## src/rtl/or_gate_pkg.sv

```systemverilog
// Shared types and limits for the or_gate leaf cell and its pipeline stages.
package or_gate_pkg;

   localparam int PIPE_STAGES_MAX = 4;
   localparam int CNT_W_DEFAULT   = 16;

   typedef struct packed {
      logic q;
      logic valid;
   } or_stage_t;

endpackage

```

## src/rtl/or_pipe_stage.sv

```systemverilog
// One resettable {q, valid} register; latency 1 cycle, no backpressure.
module or_pipe_stage
   import or_gate_pkg::*;
(
   input  logic      clk,
   input  logic      rst,
   input  or_stage_t d,
   output or_stage_t r
);

   always_ff @(posedge clk) begin
      if (rst) r <= '0;
      else     r <= d;
   end

endmodule

```

## src/rtl/or_gate.sv

```systemverilog
// Multi-input OR with combinational q plus a registered, valid-qualified copy,
// rising-edge pulse and saturating hit counter; no backpressure.
module or_gate
   import or_gate_pkg::*;
#(
   parameter int EXT_W       = 1,
   parameter int PIPE_STAGES = 1,
   parameter int CNT_W       = CNT_W_DEFAULT
) (
   input  logic             clk,
   input  logic             rst,
   input  logic             x1,
   input  logic             x2,
   input  logic             x3,
   input  logic [EXT_W-1:0] x_ext,
   input  logic             in_valid,
   output logic             q,
   output logic             q_r,
   output logic             q_r_valid,
   output logic             q_rise,
   output logic [CNT_W-1:0] hit_cnt
);

   or_stage_t stage [PIPE_STAGES+1];
   logic      prev_q;

   // No X masking: an unknown input reaches q exactly as the OR operator yields it.
   assign q        = x1 | x2 | x3 | (|x_ext);
   assign stage[0] = {q, in_valid};

   for (genvar i = 0; i < PIPE_STAGES; i++) begin : g_pipe
      or_pipe_stage u_stage (
         .clk (clk),
         .rst (rst),
         .d   (stage[i]),
         .r   (stage[i+1])
      );
   end

   assign q_r       = stage[PIPE_STAGES].q;
   assign q_r_valid = stage[PIPE_STAGES].valid;

   // prev_q only tracks meaningful samples, so invalid gaps never fake an edge.
   always_ff @(posedge clk) begin
      if (rst) begin
         prev_q <= 1'b0;
         q_rise <= 1'b0;
      end else begin
         q_rise <= q_r_valid & q_r & ~prev_q;
         if (q_r_valid) prev_q <= q_r;
      end
   end

   always_ff @(posedge clk) begin
      if (rst)
         hit_cnt <= '0;
      else if (q_r_valid && q_r && (hit_cnt != '1))
         hit_cnt <= hit_cnt + CNT_W'(1);
   end

endmodule

```

## config.mk

```make
export PLATFORM = sky130hd
export DESIGN_NAME = or_gate
export DESIGN_NICKNAME = d
export VERILOG_FILES = /design/src/rtl/or_gate_pkg.sv /design/src/rtl/or_pipe_stage.sv /design/src/rtl/or_gate.sv
export SDC_FILE = /design/constraint.sdc
export NUM_CORES = 1
export LEC_CHECK = 0
export CAP_MARGIN = 10
export CORE_MARGIN = 2
export CORE_UTILIZATION = 60
export CTS_BUF_LIST = sky130_fd_sc_hd__clkbuf_8
export CTS_CLUSTER_SIZE = 28
export DETAILED_ROUTE_END_ITERATION = 7
export DONT_BUFFER_PORTS = 1
export GPL_ROUTABILITY_DRIVEN = 0
export PLACE_DENSITY = 0.82
export SETUP_SLACK_MARGIN = 0.4
export SYNTH_ARGS = -nofsm -noshare
export SYNTH_HDL_FRONTEND = slang
export SYNTH_SLANG_ARGS = --single-unit
```

## constraint.sdc

```tcl
create_clock -name clk -period 4.1 [get_ports clk]
set_clock_uncertainty 0.15 [all_clocks]
set_input_delay 0.615 -clock clk [delete_from_list [all_inputs] [get_ports clk]]
set_output_delay 0.615 -clock clk [all_outputs]
set_load 0.005 [all_outputs]
```

## Yosys cells after proc, flatten, opt, wreduce, memory -nomap -nowiden

Cells that the tools add are included.

- Register bits: 20
- Output and inout port bits: 20
- Logic and storage cells: 15

- Add/sub/neg operators: 1
- Equal/unequal tests: 1
- Bitwise logic cells: 6
- Reduce and logical (&&, ||, !) cells: 2

Operators with widths:

| operator | count |
|---|---|
| $add A16 B1 Y16 const B | 1 |
| $ne A16 B16 Y1 const B | 1 |
| $or A1 B1 Y1 | 3 |
| $and A1 B1 Y1 | 2 |
| $logic_and A1 B1 Y1 | 2 |
| $not A1 Y1 | 1 |

## Depth between registers and ports, before layout

- Word-level depth: 3
- Gate-level depth with buffers: 6
- Depth with buffers taken out: 5

## By module

From an unflattened synthesis, not the netlist that was laid out.

- Cells, all modules: 104
- Area total of the unflattened synthesis: 919.6 µm²

By module, submodules not included:

| module | instances | cells an instance | area an instance (µm²) | seq. area each (µm²) |
|---|---|---|---|---|
| or_gate | 1 | 100 | 867.1 | 360.3 |
| or_pipe_stage | 1 | 4 | 52.6 | 40.0 |

## Worst setup path after synthesis

No wires, ideal clock.

- Path type: register -> register
- Start point: register hit_cnt[0]
- End point: register hit_cnt[14]
- Library setup time: 0.121 ns
- Arrival time: 1.888 ns
- Path slack: 1.941 ns
- Cell stages (with the launch flop): 6
- Path buffers: 0
- Period minus slack after synthesis: 2.159 ns
- Cells stage by stage: dfxtp_1 -> ha_1 -> nand3_1 -> or3_4 -> nor4_1 -> mux2_2

- Longest elaborated chain between the ends: 2

RTL lines:

| element | RTL line | RTL |
|---|---|---|
| start, declared | or_gate.sv:21 | `output logic [CNT_W-1:0] hit_cnt` |
| start signal, assigned | or_gate.sv:58 | `hit_cnt <= hit_cnt + CNT_W'(1);` |
| branches (longest 2 deep; another with $add A16 B1 Y16) | - |  |

Several ways; the timed one is not identified.
A chain may end at the register's enable or synchronous reset.

## Worst setup path after layout

- Start point: register hit_cnt[0]
- End point: register hit_cnt[10]

The elaborated chain is that of the path after synthesis.

==> run metrics <==
status=complete, no violations; pre-CTS setup slack=1.634 ns; clk sinks=20; post-synth top area share=41.56%; CP max FO=18; CP Cell Sequence=ha_1 -> nand3_1 -> o41ai_4 -> nor4_1 -> mux2_2; sequential share of the synthesized area=41.56%; initial antenna violation count=0; Gates resized, CTS repair=0; Syn Inst Count=105; DR pass1 iterations=4; Die W=44.07 um; Leakage Power=0.0002925 uW; area of the die=1942 um^2; mapped cell area=963.4 um^2; Synth area leaders=dfxtp_1 42%, a21oi_1 5.7%, or4_1 4.7%, nand4_1 3.9%, o31ai_1 3.9%; GRT Total Usage=20.41%; CP max stage cell=o41ai_4; number of synthesized flops with an enable pin=0; cell count after placement=118; DR vias/cell=6.860; largest net degree at the start of global routing=23; hold_buf cts=0; DP Wirelength=1.285 mm; IR drop worst, VDD=0.0002546 V; clk slew on worst S/H paths=0.07 ns; DR iter-0 viols=16; syn_nets=113; CP Capture Type=flip-flop; latest clock arrival within the worst-skew pair=0.26 ns; Async SR Flop Fraction=0%; RSZ-0062 raised after global routing=false; vias in the first global route=683; Main synth FF type=dfxtp_1; Worst Path Arrival=2.47 ns; Setup WS post-layout=1.622 ns; setup TNS=0 ns; Congestion Overflow GR=0; Post-CTS Setup Repair Bufs=0; Hold Violations, Final=0; Syn. warnings=0; Worst path top cell family by delay=compound AO/OA/AOI/OAI gates; critical path required time=4.10 ns; drt wl/cell=15.40 um; vias=830; Max stage delay on crit path=0.84 ns; CTS tree=yes; Final min period=2.478 ns; initial core utilization=63.95%; leading area contributor after synthesis=dfxtp_1; Worst-Margin Slew=0.8410 ns; layout overhead on the synthesized area=3.636%; Finish-stage setup viols=0; count of input and output buffers=0; I/O Pins=27; Syn Area/Cell=9.175 um^2; crit start category=flip-flop; clock buffer depth=2; Max Freq=0.4035 GHz; Crit Path Class=reg -> reg; fraction of layout cells with a size suffix above 1=11.43%; htree depth=1; register bit total from synthesis=20; Slew HR=43.74%; max-slew violations=0; Fin Hold WS=0.2714 ns; core area=1506 um^2; Finished Layout Cells=121; DRC=0; root buffer cell=clkbuf_8; Cell Rows=14; final critical-path share of the clock period=60.44%; worst path bufs/invs=0; Hold Path Class=in -> reg; Max-cap violations=0; Routed Antenna Nets=0; cts bufs inserted=3; Pwr per Cell Area=334.7 nW/um^2; Total Wirelength=1.863 mm; first-pass GRT wire length=2.932 mm; n_diodes=0; Unique masters post-synth=32; Die Span Y=44.07 um; Nets=115
-- worst paths after layout --
path	from	end	slack (ns)	cells past startpoint
hold / removal	rst	hit_cnt[6]	0.27	1
setup / recovery	hit_cnt[0]	hit_cnt[10]	1.62	5
hold reg to reg	prev_q	q_rise	0.28	1
setup reg to reg	hit_cnt[0]	hit_cnt[10]	1.62	5
-- report_power, final --
| group | switching, uW | internal [uW] | leakage [uW] |
|---|---|---|---|
| Combinational | 4.31 | 3.54 | 0.000109 |
| Clock | 61.1 | 65.4 | 0.0000216 |
| Sequential | 2.93 | 197 | 0.000162 |
-- cells in the final DEF, fill, tap and decap left out, drive strengths merged --
master	instances
xor2	1
o31ai	5
nor4	3
nand2b	1
and4	1
nor3	4
nor2	7
dfxtp	20
o41ai	2
nand3	5
nand4	6
or4	7
ha	1
and2	1
inv	2
a211oi	1
and3	1
o21ai	4
or3	5
mux2	2
a21oi	11
or3b	1
nand2	6
clkbuf	3
nor2b	4
mux2i	1
-- worst reg2reg max path, cell delays in order (launching register included) --
cell and delay (ns):
dfxtp_1 0.47, ha_1 0.23, nand3_1 0.27, o41ai_4 0.84
nor4_1 0.11, mux2_2 0.30
-- cells by family (layout without fill, tap and decap cells) --
| family | Yosys count | after routing | synth area share, % |
|---|---|---|---|
| muxes | 3 | 3 | 3.376 |
| adders and majority gates | 1 | 1 | 1.298 |
| AOI/OAI and AO/OA | 23 | 23 | 16.23 |
| xor gates and xnor gates | 1 | 1 | 0.9093 |
| and+or+nand+nor | 52 | 52 | 33.12 |
| DFF | 20 | 20 | 41.56 |
| buffers and inverters | 5 | 5 | 3.506 |
-- state kept, by name, indices dropped and copies added, names as in the netlist --
signal            cells
prev_q                1
hit_cnt              16
q_rise                1
g_pipe.u_stage.r      2
-- area by class of cell --
class	instances	area, um^2
Fill cell	132	508.0
Tap cell	16	20.02
Sequential cell	20	400.4
Clock buffer	3	41.29
Inverter	2	7.507
Multi-Input combinational cell	80	529.3
-- per-layer routing --
metal  routed length, um  vias up  track usage [%]  part of all wire [%]
met2                 862       36            33.53                    46
met3                 152        7            5.714                   8.2
met5                   0        -                0                     0
met4                  47        0            10.91                   2.5
met1                 800      381            24.09                    43
li1                    -      406                -                     -
-- stage by stage --
| stage | util (%) | total power (uW) | cell area, um^2 |
|---|---|---|---|
| after detailed placement | 63.54 | 212.3 | 957.2 |
| after floorplan | - | 214.3 | 963.4 |
| after global placement | 63.54 | 211.6 | 957.2 |
| after global routing | 66.28 | 343.5 | 998.5 |
| after CTS | 66.28 | 337.0 | 998.5 |
| final | 66.28 | 334.2 | 998.5 |
-- Yosys cell counts, types with 4 or more instances --
cell type  number
o31ai_1         5
nor2b_1         4
nand3_1         4
dfxtp_1        20
nand2_1         6
nor2_1          7
or4_1           6
nand4_1         6
a21oi_1        11
nor3_1          4
o21ai_0         4
Note: power is estimated with default switching activity, not from simulation.
